==> config.mk <==
export PLATFORM = sky130hd
export DESIGN_NAME = alpha_seq_ctrl
export DESIGN_NICKNAME = d
export VERILOG_FILES = /design/src/rtl/map_dec_pkg.sv /design/src/rtl/alpha_seq_ctrl.sv
export SDC_FILE = /design/constraint.sdc
export NUM_CORES = 1
export LEC_CHECK = 0
export CAP_MARGIN = 40
export CORE_ASPECT_RATIO = 1.1
export CORE_MARGIN = 2
export CORE_UTILIZATION = 40
export DETAILED_ROUTE_END_ITERATION = 7
export SLEW_MARGIN = 10
export SYNTH_ARGS = -nofsm -noshare
export SYNTH_HDL_FRONTEND = slang
export SYNTH_SLANG_ARGS = --single-unit
export TNS_END_PERCENT = 20
==> constraint.sdc <==
create_clock -name clk -period 2.3 [get_ports clk]
set_clock_uncertainty 0.15 [all_clocks]
set_input_delay 0.575 -clock clk [delete_from_list [all_inputs] [get_ports clk]]
set_output_delay 0.575 -clock clk [all_outputs]
set_load 0.01 [all_outputs]
==> src/rtl/map_dec_pkg.sv <==
// -----------------------------------------------------------------------------
// map_dec_pkg
// Shared definitions for the MAP decoder recursion controllers.
// Holds the controller state encoding and the default memory/datapath
// latency, so the alpha controller and a later beta controller agree on both.
// -----------------------------------------------------------------------------
package map_dec_pkg;

    // Default cycles from an alpha read to valid new metrics at the write
    // port: SRAM read + adder + compare.
    localparam int PIPE_LAT_DEF = 3;

    typedef enum logic [2:0] {
        ST_IDLE  = 3'd0,
        ST_INIT  = 3'd1,
        ST_READ  = 3'd2,
        ST_WAIT  = 3'd3,
        ST_WRITE = 3'd4,
        ST_DONE  = 3'd5
    } seq_state_t;

endpackage

==> src/rtl/alpha_seq_ctrl.sv <==
// -----------------------------------------------------------------------------
// alpha_seq_ctrl
// Sequencer for the forward (alpha) recursion of a MAP decoder. For every
// trellis stage k it reads alpha[k], waits for the metric datapath, then
// writes alpha[k+1]. A run starts with one INIT write of the initial state
// metrics to address 0 and ends with a one-cycle done pulse.
//
// Ports
//   clk        in   clock, all state on rising edge
//   rst        in   asynchronous active-high reset
//   start      in   one-cycle run request (accepted only in IDLE)
//   frame_len  in   number of trellis stages, sampled on accepted start
//   abort      in   drop the current run, return to IDLE without done
//   ad_addr    out  alpha memory address
//   w_r        out  alpha memory write (1) / read (0)
//   init_en    out  selects initial metrics onto memory write data
//   gamma_addr out  branch-metric stage index
//   busy       out  high in every state except IDLE
//   done       out  one-cycle pulse at run completion
// -----------------------------------------------------------------------------
module alpha_seq_ctrl
    import map_dec_pkg::*;
#(
    parameter int ADDR_W   = 8,
    parameter int PIPE_LAT = PIPE_LAT_DEF
) (
    input  logic              clk,
    input  logic              rst,
    input  logic              start,
    input  logic [ADDR_W-1:0] frame_len,
    input  logic              abort,
    output logic [ADDR_W-1:0] ad_addr,
    output logic              w_r,
    output logic              init_en,
    output logic [ADDR_W-1:0] gamma_addr,
    output logic              busy,
    output logic              done
);

    // Last value of the wait counter before moving to WRITE; WAIT lasts
    // PIPE_LAT-1 cycles. Unused when PIPE_LAT==1 (WAIT is skipped).
    localparam logic [3:0] WAIT_LAST = (PIPE_LAT > 1) ? 4'(PIPE_LAT - 2) : 4'd0;

    seq_state_t        r_state, w_nxt_state;
    logic [ADDR_W-1:0] r_k, w_nxt_k;
    logic [ADDR_W-1:0] r_len, w_nxt_len;
    logic [3:0]        r_wcnt, w_nxt_wcnt;

    logic [ADDR_W-1:0] r_ad_addr, w_nxt_ad_addr;
    logic [ADDR_W-1:0] r_gamma_addr, w_nxt_gamma_addr;
    logic              r_w_r, w_nxt_w_r;
    logic              r_init_en, w_nxt_init_en;
    logic              r_busy, w_nxt_busy;
    logic              r_done, w_nxt_done;

    // One bit wider so k+1 == len is exact even at len = 2^ADDR_W-1.
    logic [ADDR_W:0]   w_k_inc;
    assign w_k_inc = {1'b0, r_k} + {{ADDR_W{1'b0}}, 1'b1};

    always_comb begin
        w_nxt_state = r_state;
        w_nxt_k     = r_k;
        w_nxt_len   = r_len;
        w_nxt_wcnt  = r_wcnt;

        unique case (r_state)
            ST_IDLE: begin
                // abort takes priority over start while idle
                if (start && !abort) begin
                    w_nxt_len   = frame_len;
                    w_nxt_k     = '0;
                    w_nxt_state = ST_INIT;
                end
            end
            ST_INIT:  w_nxt_state = (r_len != '0) ? ST_READ : ST_DONE;
            ST_READ: begin
                w_nxt_wcnt  = 4'd0;
                w_nxt_state = (PIPE_LAT == 1) ? ST_WRITE : ST_WAIT;
            end
            ST_WAIT: begin
                if (r_wcnt == WAIT_LAST) w_nxt_state = ST_WRITE;
                else                     w_nxt_wcnt  = r_wcnt + 4'd1;
            end
            ST_WRITE: begin
                if (w_k_inc == {1'b0, r_len}) begin
                    w_nxt_state = ST_DONE;
                end else begin
                    w_nxt_k     = w_k_inc[ADDR_W-1:0];
                    w_nxt_state = ST_READ;
                end
            end
            ST_DONE:  w_nxt_state = ST_IDLE;
            default:  w_nxt_state = ST_IDLE;
        endcase

        if (abort && (r_state != ST_IDLE)) w_nxt_state = ST_IDLE;

        // Outputs are decoded from the next state and registered with it,
        // so they change on the same edge as the state.
        w_nxt_ad_addr    = '0;
        w_nxt_gamma_addr = '0;
        w_nxt_w_r        = 1'b0;
        w_nxt_init_en    = 1'b0;
        w_nxt_busy       = (w_nxt_state != ST_IDLE);
        w_nxt_done       = 1'b0;

        unique case (w_nxt_state)
            ST_INIT: begin
                w_nxt_w_r     = 1'b1;
                w_nxt_init_en = 1'b1;
            end
            ST_READ, ST_WAIT: begin
                w_nxt_ad_addr    = w_nxt_k;
                w_nxt_gamma_addr = w_nxt_k;
            end
            ST_WRITE: begin
                // WRITE is only entered from READ/WAIT, where k is unchanged,
                // so k+1 is the current incrementer output.
                w_nxt_ad_addr    = w_k_inc[ADDR_W-1:0];
                w_nxt_gamma_addr = r_k;
                w_nxt_w_r        = 1'b1;
            end
            ST_DONE:  w_nxt_done = 1'b1;
            default: ;
        endcase
    end

    always_ff @(posedge clk or posedge rst) begin
        if (rst) begin
            r_state      <= ST_IDLE;
            r_k          <= '0;
            r_len        <= '0;
            r_wcnt       <= 4'd0;
            r_ad_addr    <= '0;
            r_gamma_addr <= '0;
            r_w_r        <= 1'b0;
            r_init_en    <= 1'b0;
            r_busy       <= 1'b0;
            r_done       <= 1'b0;
        end else begin
            r_state      <= w_nxt_state;
            r_k          <= w_nxt_k;
            r_len        <= w_nxt_len;
            r_wcnt       <= w_nxt_wcnt;
            r_ad_addr    <= w_nxt_ad_addr;
            r_gamma_addr <= w_nxt_gamma_addr;
            r_w_r        <= w_nxt_w_r;
            r_init_en    <= w_nxt_init_en;
            r_busy       <= w_nxt_busy;
            r_done       <= w_nxt_done;
        end
    end

    assign ad_addr    = r_ad_addr;
    assign gamma_addr = r_gamma_addr;
    assign w_r        = r_w_r;
    assign init_en    = r_init_en;
    assign busy       = r_busy;
    assign done       = r_done;

endmodule

* After elaboration in Yosys (flattened, before gate mapping) *
Cells that the tools add are included.

word-level totals
  flip-flop bits (word level) = 43
  output and inout port bits = 20

cells by class
  reduce and logical (&&, ||, !) cells = 12
  mux-type cells = 16
  $add $sub $neg = 2
  eq/ne operators = 12

operator list
  cell                                                                   number
  8-bit one-hot mux with 2 select lines                                  3
  8-bit 2-to-1 mux                                                       2
  3-bit 2-to-1 mux                                                       5
  3-bit one-hot mux with 5 select lines                                  1
  3-bit by 2-bit equality test with 1-bit output, second input constant  4
  8-bit by 1-bit adder with 9-bit output, second input constant          1
  3-bit equality test, second input constant                             3
  9-bit by 8-bit equality test with 1-bit output                         1
  4-bit one-hot mux with 2 select lines                                  1
  8-bit nonzero test                                                     1
  3-bit by 1-bit equality test with 1-bit output, second input constant  2
  3-bit nonzero test                                                     2
  4-bit by 1-bit adder with 4-bit output, second input constant          1
  4-bit by 1-bit equality test with 1-bit output, second input constant  1
  4-bit 2-to-1 mux                                                       1
  2-bit AND reduction                                                    2
  2-bit OR reduction                                                     2
  3-bit zero test                                                        1
  1-bit 2-to-1 mux                                                       3
  1-bit logical AND                                                      2
  2-bit != test, second input constant                                   1
  2-bit nonzero test                                                     1
  1-bit zero test                                                        1

* Logic depth before layout (Yosys ltp) *
Gate-level depths: netlist of run 1.

  depth in word-level cells = 8
  gate-level depth with buffers = 11

* Worst setup path after synthesis of run 1 *
OpenSTA, ideal clock, no wires.

  kind = reg-to-reg
  from = register r_k[1]
  to = register r_ad_addr[0], in the netlist ad_addr[0]
  required time = 2.025 ns
  arrival time = 2.110 ns
  period minus slack after synthesis = 2.385 ns
  setup slack = -0.085 ns
  stages on the path, launching flop included = 11
  cell sequence = dfrtp_1 > ha_1 > buf_2 > nand2_1 > or2_1 > buf_2 > xnor2_1 > and4_4 > a21oi_4 > or2_1 > mux2_2

between the ends
  longest elaborated chain between the ends = 8
  elaborated cells between the ends (all ways) = 12
  those cells by class = 1 x add/sub; 4 x eq/ne; 6 x mux; 1 x reduce/logical

RTL lines
  element                                             RTL line               RTL
  from (decl)                                         alpha_seq_ctrl.sv:45   logic [ADDR_W-1:0] r_k, w_nxt_k;
  from (signal assigned)                              alpha_seq_ctrl.sv:142  r_k <= w_nxt_k;
  8-bit by 1-bit adder with 9-bit output (*)          alpha_seq_ctrl.sv:58   assign w_k_inc = {1'b0, r_k} + {{ADDR_W{1'b0}}, 1'b1};
  9-bit by 8-bit equality test with 1-bit output (*)  alpha_seq_ctrl.sv:85   if (w_k_inc == {1'b0, r_len}) begin
  3-bit 2-to-1 mux                                    alpha_seq_ctrl.sv:85
  3-bit one-hot mux with 5 select lines               alpha_seq_ctrl.sv:66   unique case (r_state)
  3-bit 2-to-1 mux                                    alpha_seq_ctrl.sv:96   if (abort && (r_state != ST_IDLE)) w_nxt_state = ST_IDLE;
  3-bit by 2-bit equality test with 1-bit output      alpha_seq_ctrl.sv:107  unique case (w_nxt_state)
  2-bit OR reduction                                  alpha_seq_ctrl.sv:107
  8-bit one-hot mux with 2 select lines (*)           alpha_seq_ctrl.sv:107
  named net w_nxt_ad_addr[0]                          alpha_seq_ctrl.sv:49   logic [ADDR_W-1:0] r_ad_addr, w_nxt_ad_addr;
  to (signal assigned)                                alpha_seq_ctrl.sv:145  r_ad_addr <= w_nxt_ad_addr;
  to (decl)                                           alpha_seq_ctrl.sv:49

The timed path passes the listed nets; every way through them passes the cells marked *.
A chain may end at the register's enable or synchronous reset.

* Worst setup path in the final report of run 1 *
  from = register r_k[1]
  to = register r_gamma_addr[6], in the netlist gamma_addr[6]

between the ends
  longest elaborated chain between the ends = 8
  elaborated cells between the ends (all ways) = 12
  those cells by class = 1 x add/sub; 4 x eq/ne; 6 x mux; 1 x reduce/logical

RTL lines
  element                                         RTL line               RTL
  8-bit by 1-bit adder with 9-bit output (*)      alpha_seq_ctrl.sv:58
  9-bit by 8-bit equality test with 1-bit output  alpha_seq_ctrl.sv:85
  3-bit 2-to-1 mux                                alpha_seq_ctrl.sv:85
  3-bit one-hot mux with 5 select lines           alpha_seq_ctrl.sv:66
  3-bit 2-to-1 mux                                alpha_seq_ctrl.sv:96
  3-bit by 2-bit equality test with 1-bit output  alpha_seq_ctrl.sv:107
  2-bit OR reduction                              alpha_seq_ctrl.sv:107
  8-bit one-hot mux with 2 select lines (*)       alpha_seq_ctrl.sv:107
  named net w_nxt_gamma_addr[6]                   alpha_seq_ctrl.sv:50   logic [ADDR_W-1:0] r_gamma_addr, w_nxt_gamma_addr;
  to (signal assigned)                            alpha_seq_ctrl.sv:146  r_gamma_addr <= w_nxt_gamma_addr;
  to (decl)                                       alpha_seq_ctrl.sv:50

Marks and branches as above.

==> qor.log, run 1 <==
[timing] setup repair after global routing missed its margin true
[route] total iterations of the first detailed-routing run 4
[worst_setup_path] WP data required 2.37 ns
[route] antenna-violating nets left 0
[synthesis] predominant post-synthesis flop cell dfrtp_1
[worst_setup_path] category of the most critical setup path reg -> reg
[timing] Setup Total Neg Slack 0 ns
[route] number of violations reported at the end of detailed-routing iteration 0 100
[worst_setup_path] worst setup path start r_k[1]
[grt] via count of the first global-routing pass 1,994
[worst_setup_path] Worst R2R Start r_k[1]
[timing] Final Max Slew Viols 0
[timing] period utilisation layout 0.996
[synthesis] fraction of registers with async set/reset 1.00
[layout] Non-Filler Instances 397
[timing] final hold viol count 0
[grt] met2 usage 0.297
[cts] hold-fix buffer count after cts 0
[layout] post-layout net count 335
[place] RD Place Congestion 0.843
[synthesis] most frequent cell after synthesis nand2_1
[synthesis] library cell with the largest summed area after synthesis dfrtp_1
[grt] combined global-route utilization of all metal layers 0.180
[synthesis] Post-synth EDFFs 0
[cts] cell at the root of the clock tree clkbuf_8
[timing] max-slew headroom at the worst pin 0.646
[grt] largest net degree at the start of global routing 44
[timing] Final min period 2.29 ns
[worst_hold_path] class of the tightest hold or removal check reg -> reg
[synthesis] most area-consuming cells after synthesis dfrtp_1 46%, nand2_1 8.6%, nor2_1 2.7%
[timing] slew at the pin with the worst max-slew slack 0.526 ns
[worst_setup_path] CP Data Arrival Time 2.36 ns
[worst_hold_path] Hold Path End r_len[0]
[floorplan] initial core utilization 0.410
[grt] grt ovf 0
[route] post-route DRC violation count 0
[cts] source-to-sink clock delay at the later pin of the worst-skew pair 0.29 ns
[grt] routing layer with the top usage in global route met2
[cts] # H-tree levels 2
[grt] GRT met1 Usage 0.233
[place] post-placement cell area 2990 µm²
[synthesis] cell area after synthesis 2350 µm²
[floorplan] core outline area 5730 µm²
[layout] Core Util, Final 0.552
[floorplan] die span in y 84.4 µm
[floorplan] Die X-Extent 77.1 µm
[status] outcome finished, final reports clean
[place] detailed placement HPWL 3900 µm
[synthesis] post-synthesis register bit count 43
[cts] clock transition at the registers of the reported paths 0.08 ns
[worst_setup_path] worst reg-to-reg setup slack 0.009 ns
[power] power per cell area 777 nW/µm²
[place] cell count after placement 387
[cts] number of sinks driven by the clock tree 43
[synthesis] gate count after technology mapping 256
[worst_setup_path] critical path capture point type flop
[route] count of vias placed by the detailed router 2,001
[cts] buffers from clock root to sink, at most 2
[synthesis] syn avg cell area 9.18 µm²
[layout] share of final-layout standard cells stronger than drive strength 1 0.234
[layout] Fill cells 548
[layout] final cell area excluding filler cells 3160 µm²
[job] MaxCap Viol Count 0
[cts] CTS buffer count 5
[layout] number of diodes 0
[floorplan] die footprint 6500 µm²
[worst_setup_path] number of cells on the worst reg-to-reg path 8
[worst_hold_path] beginning of the worst hold path r_len[0]
[grt] wire length of the first global-routing pass 9300 µm
[route] routed wire length per instance 14.1 µm
[power] largest vdd supply drop 0.487 mV
[power] leakage power 1.44 nW
[grt] antenna violations before repair 0
[place] number of port buffers 31
[cts] CTS tree done
[floorplan] Site Rows 29
[layout] Area growth syn-to-layout 34.6%
[synthesis] number of distinct standard cells referenced by the synthesized netlist 58
[floorplan] # IOs 32
[worst_hold_path] hold depth 2
[timing] upper clock frequency limit 436 MHz
[synthesis] area share of the leading cell type in the synthesized netlist 0.458
[synthesis] sequential share of the synthesized area 0.458
[layout] Sequential cell area 1080 µm²
[synthesis] most numerous cell types in the synthesized netlist 54 x nand2_1, 43 x dfrtp_1, 17 x nor2_1, 13 x inv_1
[route] sum of routed wire length over all layers 5580 µm
[worst_setup_path] critical-path maximum fanout 7
[grt] M3 GR Usage 0.0355
[synthesis] count of yosys warnings during synthesis 0
[synthesis] nets in the synthesized netlist 271
[layout] total area of multi-input combinational cells 1210 µm²
[route] post-detailed-route via-to-cell ratio 5.04
[worst_setup_path] startpoint kind of the worst setup timing path flop
[worst_setup_path] worst r2r dst gamma_addr[6]
[timing] Setup-failing EPs final 0
## worst max-delay path by stage
stage,to,slack (ns),cells past startpoint
3_5_place_dp,gamma_addr[5],-0.10,10
5_1_grt,ad_addr[0],-0.05,9
2_1_floorplan,ad_addr[0],-0.02,10
3_3_place_gp,gamma_addr[5],-0.04,10
4_1_cts,ad_addr[0],0.005,9
6_report,gamma_addr[6],0.009,8
## final cells by class
cell class	count	area share
inverter	14	0.0166
timing repair buffer	72	0.202
clock buffer	6	0.0261
sequential	43	0.341
multi-input combinational	184	0.383
clock inverter	1	0.00158
tap	77	0.0305
## power breakdown
part           total, mW  switching (mW)  internal (mW)
logic              0.939           0.490          0.449
clock network      0.485           0.249          0.236
registers           1.03           0.150          0.884
total               2.46           0.889           1.57
## sequential cells by signal (all words and copies together) (netlist names)
name and flops:
gamma_addr 8, done 1, r_state 3, ad_addr 8, w_r 1, r_k 8, r_wcnt 4, busy 1
r_len 8, init_en 1
## worst max-delay path, cell delays in order (launching register included)
cell	delay (ns)
dfrtp_1	0.42
ha_4	0.21
nand2_1	0.07
or2_4	0.25
xnor2_2	0.13
and4_4	0.23
a21bo_2	0.25
or3_4	0.35
o211ai_2	0.16
## per-stage QoR
stage / total power, mW / setup slack [ns] / hold WS, ns
after floorplan: 1.56 / -0.0198 / 0.324
after global placement: 1.92 / -0.0389 / 0.358
after detailed placement: 1.93 / -0.101 / 0.356
after CTS: 2.46 / 0.00546 / 0.371
after global routing: 2.62 / -0.0530 / 0.435
final: 2.46 / 0.00887 / 0.388
## cells by family (layout without fill, tap and decap cells)
group / after synthesis / after routing / synth area share
buf+inv: 30 / 93 / 0.0623
simple gates: 113 / 113 / 0.240
mux: 3 / 3 / 0.0133
compound gates: 54 / 55 / 0.173
fa+ha+maj: 3 / 3 / 0.0160
flops: 43 / 43 / 0.458
xor+xnor: 10 / 10 / 0.0373
## placed cells by master (no fill, tap or decap), types with 3 or more instances in the layout
| cell type | Yosys | final |
|---|---|---|
| o21ai_0 | 7 | 7 |
| nor2_1 | 17 | 17 |
| nand2_1 | 54 | 54 |
| o211ai_1 | 4 | 4 |
| or2_1 | 4 | 3 |
| xnor2_1 | 5 | 4 |
| dfrtp_1 | 43 | 42 |
| buf_4 | 3 | 38 |
| clkbuf_8 | 0 | 6 |
| o22ai_1 | 7 | 7 |
| nor3_1 | 10 | 10 |
| xor2_1 | 5 | 5 |
| nand3_1 | 6 | 6 |
| clkdlybuf4s50_1 | 0 | 31 |
| nand3_4 | 2 | 3 |
| inv_1 | 13 | 12 |
| o21ai_1 | 10 | 9 |
| a21oi_1 | 4 | 4 |
| and2_1 | 4 | 4 |
## what timing repair did
item                                    4_1_cts  5_1_grt
pin swaps                                     2       12
buffers inserted                              1        2
gates resized for setup                       6        8
hold endpoints to repair                      0        0
cloned                                        0        1
endpoints found under the setup margin        7       22
## metal layers
metal	routed length, µm	vias to the layer above
li1	-	1003
met1	2640	951
met2	2720	42
met3	170	5
met4	56	0
met5	0	-
No activity file was read; power rests on OpenSTA's default activity.
==> inputs of run 2 (changes only) <==
--- a/config.mk
+++ b/config.mk
@@ -10,6 +10,7 @@
 export CORE_MARGIN = 2
 export CORE_UTILIZATION = 40
 export DETAILED_ROUTE_END_ITERATION = 7
+export SKIP_LAST_GASP = 1
 export SLEW_MARGIN = 10
 export SYNTH_ARGS = -nofsm -noshare
 export SYNTH_HDL_FRONTEND = slang
==> run 2 against run 1 <==
  * Worst hold slack lost 0.00078 ns
  * Power is 0.18% lower
  * Count of clock-buffer cells in the layout stayed put
  * Maximum frequency hardly changed
  * Routed wire length is 0.25% higher
  * Non-clock buffer count unchanged
  * Cell count is the same
  * Via count up 0.20%
  * First-iteration DRC count increased by 8.0%
  * Core utilization fell by 0.20 points
  * Die area unchanged
  * Clock power about the same
==> qor.log, run 2 (same netlist as run 1, synthesis figures left out) <==
[cts] clock transition at the registers of the reported paths 0.08 ns [about the same]
[power] share of power burned in the clock network 0.199 [+0.002]
[route] count of vias placed by the detailed router 2,005 [+0.20%]
[place] detailed placement HPWL 3900 µm [unchanged]
[floorplan] die span in y 84.4 µm [unchanged]
[status] outcome finished, final reports clean
[cts] buffers from clock root to sink, at most 2 [unchanged]
[layout] Core Util, Final 0.550 [-0.00196]
[cts] hold-fix buffer count after cts 0 [unchanged]
[cts] cell at the root of the clock tree clkbuf_8
[worst_setup_path] critical-path maximum fanout 7 [unchanged]
[grt] combined global-route utilization of all metal layers 0.180 [unchanged]
[timing] upper clock frequency limit 436 MHz [about the same]
[power] leakage power 1.45 nW [+0.18%]
[floorplan] die footprint 6500 µm² [unchanged]
[route] post-detailed-route via-to-cell ratio 5.05 [+0.20%]
[cts] # H-tree levels 2 [unchanged]
[floorplan] Site Rows 29 [unchanged]
[floorplan] core outline area 5730 µm² [unchanged]
[floorplan] # IOs 32 [unchanged]
[cts] source-to-sink clock delay at the later pin of the worst-skew pair 0.29 ns [about the same]
[timing] Final Max Slew Viols 0 [unchanged]
[timing] Setup-failing EPs final 0 [unchanged]
[worst_setup_path] startpoint kind of the worst setup timing path flop
[timing] Final min period 2.29 ns [+0.00146 ns]
[layout] Area growth syn-to-layout 34.1%
[worst_setup_path] buffers and inverters on the worst path 0 [unchanged]
[power] total power 2.45 mW [-0.18%]
[timing] period utilisation layout 0.997 [about the same]
[power] internal power component 1.56 mW [-0.39%]
[worst_setup_path] category of the most critical setup path reg -> reg
[layout] final cell area excluding filler cells 3150 µm² [-0.36%]
[cts] number of sinks driven by the clock tree 43 [unchanged]
[place] cell count after placement 387 [unchanged]
[worst_hold_path] class of the tightest hold or removal check reg -> reg
[layout] post-layout net count 335 [unchanged]
[power] sequential cell fraction of total power 0.421 [about the same]
[place] RD Place Congestion 0.843 [unchanged]
[route] sum of routed wire length over all layers 5600 µm [+0.25%]
[layout] share of final-layout standard cells stronger than drive strength 1 0.228 [-0.00625]
[layout] Non-Filler Instances 397 [unchanged]
[grt] antenna violations before repair 0 [unchanged]
[grt] via count of the first global-routing pass 1,994 [unchanged]
[floorplan] initial core utilization 0.410 [unchanged]
[power] power per cell area 779 nW/µm² [+0.17%]
[power] largest vdd supply drop 0.485 mV [-0.32%]
[power] switching power 0.891 mW [+0.19%]
[cts] CTS buffer count 5 [unchanged]
[route] routed wire length per instance 14.1 µm [+0.25%]
[worst_setup_path] worst reg-to-reg setup slack 0.007 ns [about the same]
[grt] largest net degree at the start of global routing 44 [unchanged]
[route] post-route DRC violation count 0 [unchanged]
[worst_setup_path] critical path capture point type flop
[place] post-placement cell area 2990 µm² [unchanged]
[timing] slew at the pin with the worst max-slew slack 0.539 ns [+0.0128 ns]
[power] share of total power consumed by net switching 0.363 [+0.00136]
[job] MaxCap Viol Count 0 [unchanged]
[worst_setup_path] largest incremental delay on the critical path 0.42 ns [about the same]
[timing] setup repair after global routing missed its margin true
[place] setup slack at placement -0.101 ns [unchanged]
[power] power share of the combinational group 0.381 [about the same]
[timing] final hold viol count 0 [unchanged]
[grt] grt ovf 0 [unchanged]
[layout] commonest cells after routing, fill and taps aside 54 x nand2_1, 43 x dfrtp_1, 38 x buf_4
[layout] most common cell after layout, fill and taps aside nand2_1
[worst_setup_path] slowest cell on the critical path dfrtp_1
[worst_setup_path] delay-heaviest family, CP simple AND/OR/NAND/NOR gates
[worst_setup_path] ordered list of cells on the worst path ha_4 > nand2_1 > or2_4 > xnor2_2 > and4_4 > a21bo_2 > or3_4 > o211ai_2
[floorplan] Die X-Extent 77.1 µm [unchanged]
[route] total iterations of the first detailed-routing run 4 [unchanged]
[place] number of port buffers 31 [unchanged]
[layout] number of diodes 0 [unchanged]
[worst_setup_path] WP data required 2.37 ns [about the same]
[grt] wire length of the first global-routing pass 9300 µm [unchanged]
[worst_setup_path] CP Data Arrival Time 2.36 ns [about the same]
[timing] worst-case setup margin in the final layout 0.00742 ns [-0.00146 ns]
[cts] CTS tree done
[timing] max-slew headroom at the worst pin 0.637 [-0.00864]
[route] number of violations reported at the end of detailed-routing iteration 0 108 [+8.0%]
[route] antenna-violating nets left 0 [unchanged]
[run 2: cell count changes in the layout (fill, tap and decap cells not counted)]
cell | before | now
o21ai_2 | 1 | 0
dfrtp_1 | 42 | 43
dfrtp_2 | 1 | 0
nor3b_2 | 0 | 1
o21ai_1 | 9 | 10
nor3b_4 | 1 | 0
[run 2: per-layer routing]
layer  up-vias  GRT usage  part of all wire
met5         -          0                 0
met4         0     0.0747             0.010
met3         5     0.0355             0.033
met2        46      0.297              0.49
met1       950      0.233              0.47
li1       1004          -                 -
[run 2: path summary, 6_finish.rpt]
check | to | cells past startpoint | start
worst min-delay path | r_len[0] | 2 | r_len[0]
worst min register to register | r_len[0] | 2 | r_len[0]
min in group asynchronous | gamma_addr[4] | 3 | rst
worst max register to register | gamma_addr[6] | 8 | r_k[1]
max in group asynchronous | r_k[4] | 3 | rst
worst max-delay path | gamma_addr[6] | 8 | r_k[1]
[run 2: what timing repair did]
item,CTS,global route
cloned,0,1
endpoints found under the setup margin,7,22
gates resized for setup,6,5
pin swaps,2,12
setup buffers,1,2
[run 2: power by group through the flow]
stage	Combinational, mW	Sequential [mW]	Clock, mW
detailed placement	0.894	1.04	0
CTS	0.918	1.03	0.505
global placement	0.884	1.03	0
floorplan	0.570	0.991	0
finish	0.935	1.03	0.487
global route	1.03	1.05	0.536
[run 2: worst min-delay path, stage by stage (launching register included)]
cell and delay (ns):
dfrtp_1 0.39, nand2_1 0.06, nand2_1 0.06
[run 2: layout make-up]
type                            count  area (µm²)
Fill cell                         549        2580
Multi-Input combinational cell    184        1200
Sequential cell                    43        1080
Timing Repair Buffer               72         638
Tap cell                           77        96.3
Clock buffer                        6        82.6
Inverter                           14        52.6
Clock inverter                      1        5.00
[run 2: per-stage QoR]
stage,hold slack [ns],setup TNS [ns]
2_1_floorplan,0.324,-0.0418
6_report,0.388,0
3_3_place_gp,0.358,-0.0389
4_1_cts,0.371,0
3_5_place_dp,0.356,-0.189
5_1_grt,0.435,-0.443
==> inputs of run 3 (changes only) <==
--- a/config.mk
+++ b/config.mk
@@ -7,7 +7,6 @@
 export LEC_CHECK = 0
 export CAP_MARGIN = 40
 export CORE_ASPECT_RATIO = 1.1
-export CORE_MARGIN = 2
 export CORE_UTILIZATION = 40
 export DETAILED_ROUTE_END_ITERATION = 7
 export SKIP_LAST_GASP = 1
==> run 3 against run 2 <==
  * Setup slack gained 0.035 ns
  * Via count shrank 0.40%
  * First-iteration DRC count shrank 38%
  * Core utilization grew 2.8 points
  * Routed wire length shrank 7.1%
  * Die area shrank 4.9%
  * Clock power grew 7.0%
  * Final area grew 1.4%
  * Sequential share of layout area shrank 0.39 points
  * Highest routed layer unchanged
==> qor.log, run 3 (same netlist as run 1, synthesis figures left out) <==
[status] outcome finished, final reports clean
[floorplan] die span in y 82.4 µm [-2.4%]
[route] count of vias placed by the detailed router 1,997 [-0.40%]
[floorplan] Die X-Extent 75.1 µm [-2.6%]
[timing] Setup Total Neg Slack 0 ns [unchanged]
[route] routed wire length per instance 13.0 µm [-7.6%]
[cts] CTS buffer count 5 [unchanged]
[worst_setup_path] slowest cell on the critical path dfrtp_1
[timing] Setup-failing EPs final 0 [unchanged]
[worst_setup_path] largest incremental delay on the critical path 0.42 ns [about the same]
[power] total power 2.51 mW [+2.1%]
[floorplan] initial core utilization 0.425 [+0.0146]
[route] post-route DRC violation count 0 [unchanged]
[place] post-placement cell area 3030 µm² [+1.2%]
[worst_setup_path] category of the most critical setup path reg -> reg
[layout] share of final-layout standard cells stronger than drive strength 1 0.244 [+0.0157]
[layout] Fill cells 500 [-8.9%]
[cts] clock transition at the registers of the reported paths 0.08 ns [about the same]
[grt] combined global-route utilization of all metal layers 0.194 [+0.0140]
[layout] number of diodes 0 [unchanged]
[timing] worst hold slack across all endpoints 0.382 ns [-0.00556 ns]
[timing] Final Max Slew Viols 0 [unchanged]
[timing] max-slew headroom at the worst pin 0.628 [-0.00897]
[worst_setup_path] startpoint kind of the worst setup timing path flop
[timing] final hold viol count 0 [unchanged]
[cts] buffers from clock root to sink, at most 2 [unchanged]
[timing] period utilisation layout 0.982 [-0.0151]
[power] leakage power 1.47 nW [+1.5%]
[worst_hold_path] class of the tightest hold or removal check reg -> reg
[floorplan] Site Rows 28 [-3.4%]
[floorplan] # IOs 32 [unchanged]
[grt] antenna violations before repair 0 [unchanged]
[place] detailed placement HPWL 3870 µm [-0.79%]
[layout] most common cell after layout, fill and taps aside nand2_1
[grt] wire length of the first global-routing pass 8890 µm [-4.5%]
[floorplan] die footprint 6190 µm² [-4.9%]
[layout] final cell area excluding filler cells 3200 µm² [+1.4%]
[layout] commonest cells after routing, fill and taps aside 54 x nand2_1, 41 x dfrtp_1, 41 x buf_4
[place] RD Place Congestion 0.853 [+1.2%]
[route] number of violations reported at the end of detailed-routing iteration 0 67 [-38%]
[timing] setup repair after global routing missed its margin true
[place] number of port buffers 31 [unchanged]
[layout] Area growth syn-to-layout 36.0%
[layout] post-layout net count 338 [+0.90%]
[power] power per cell area 784 nW/µm² [+0.69%]
[grt] largest net degree at the start of global routing 44 [unchanged]
[worst_setup_path] WP data required 2.33 ns [-0.04 ns]
[cts] source-to-sink clock delay at the later pin of the worst-skew pair 0.29 ns [about the same]
[cts] # H-tree levels 2 [unchanged]
[grt] via count of the first global-routing pass 1,914 [-4.0%]
[timing] Final min period 2.26 ns [-0.0348 ns]
[worst_setup_path] critical path capture point type flop
[power] largest vdd supply drop 0.568 mV [+17%]
[job] MaxCap Viol Count 0 [unchanged]
[floorplan] core outline area 5540 µm² [-3.4%]
[timing] slew at the pin with the worst max-slew slack 0.552 ns [+0.0133 ns]
[grt] grt ovf 0 [unchanged]
[worst_setup_path] critical-path maximum fanout 7 [unchanged]
[route] sum of routed wire length over all layers 5200 µm [-7.1%]
[cts] number of sinks driven by the clock tree 43 [unchanged]
[worst_setup_path] ordered list of cells on the worst path ha_4 > nand2_1 > or2_4 > xnor2_2 > and4_4 > a21bo_4 > or2_1 > a31o_1
[cts] cell at the root of the clock tree clkbuf_8
[cts] CTS tree done
[worst_setup_path] CP Data Arrival Time 2.29 ns [-0.07 ns]
[timing] upper clock frequency limit 443 MHz [+1.5%]
[route] antenna-violating nets left 0 [unchanged]
[route] post-detailed-route via-to-cell ratio 5.01 [-0.90%]
[cts] hold-fix buffer count after cts 0 [unchanged]
[route] total iterations of the first detailed-routing run 4 [unchanged]
run 3: cell count changes in the layout (fill, tap and decap cells not counted), sizes merged:
| cell | previous run | this run |
|---|---|---|
| clkinv | 2 | 1 |
| a21oi | 6 | 5 |
| buf | 41 | 45 |
| clkbuf | 6 | 8 |
run 3: metrics by stage:
step,setup WS (ns),utilization,cells
2_1_floorplan,-0.0198,-,256
3_3_place_gp,-0.0396,0.547,390
4_1_cts,-0.0393,0.566,398
6_report,0.0422,0.577,399
5_1_grt,-0.0523,0.577,399
3_5_place_dp,-0.0314,0.547,390
run 3: critical path: cells and delay by family, from the launching register on:
family / cells / cell delay [ns]
compound gates: 2 / 0.46
xor+xnor: 1 / 0.13
fa+ha+maj: 1 / 0.20
flops: 1 / 0.42
simple gates: 4 / 0.79
run 3: metal layers:
layer	track usage	share of wire
met1	0.249	0.46
met2	0.332	0.50
met4	0.0509	0.011
met3	0.0400	0.027
met5	0	0
run 3: worst paths after layout:
kind	startpoint	to	slack (ns)	depth (start not counted)
min reg2reg	r_len[4]	r_len[4]	0.38	2
max reg2reg	r_k[0]	gamma_addr[5]	0.04	8
max	r_k[0]	gamma_addr[5]	0.04	8
min in group asynchronous	rst	ad_addr[4]	0.46	3
max in group asynchronous	rst	r_k[2]	1.31	3
min	r_len[4]	r_len[4]	0.38	2
run 3: repair_timing:
action                     4_1_cts  5_1_grt
resized for setup                1       15
setup endpoints to repair        7       21
gates cloned                     0        0
pin swaps                        0       11
setup buffers                    0        2
run 3: layout make-up:
type                       instances  area (µm²)  share of cell area
clock buffer                       8         100              0.0313
inverter                          14        52.6              0.0164
multi-input combinational        183        1200               0.375
sequential                        43        1080               0.338
tap                               75        93.8              0.0294
timing repair buffer              76         672               0.210
run 3: power breakdown:
group | internal (mW) | switching, mW
logic | 0.477 | 0.481
registers | 0.883 | 0.143
clock network | 0.274 | 0.247
total | 1.63 | 0.871
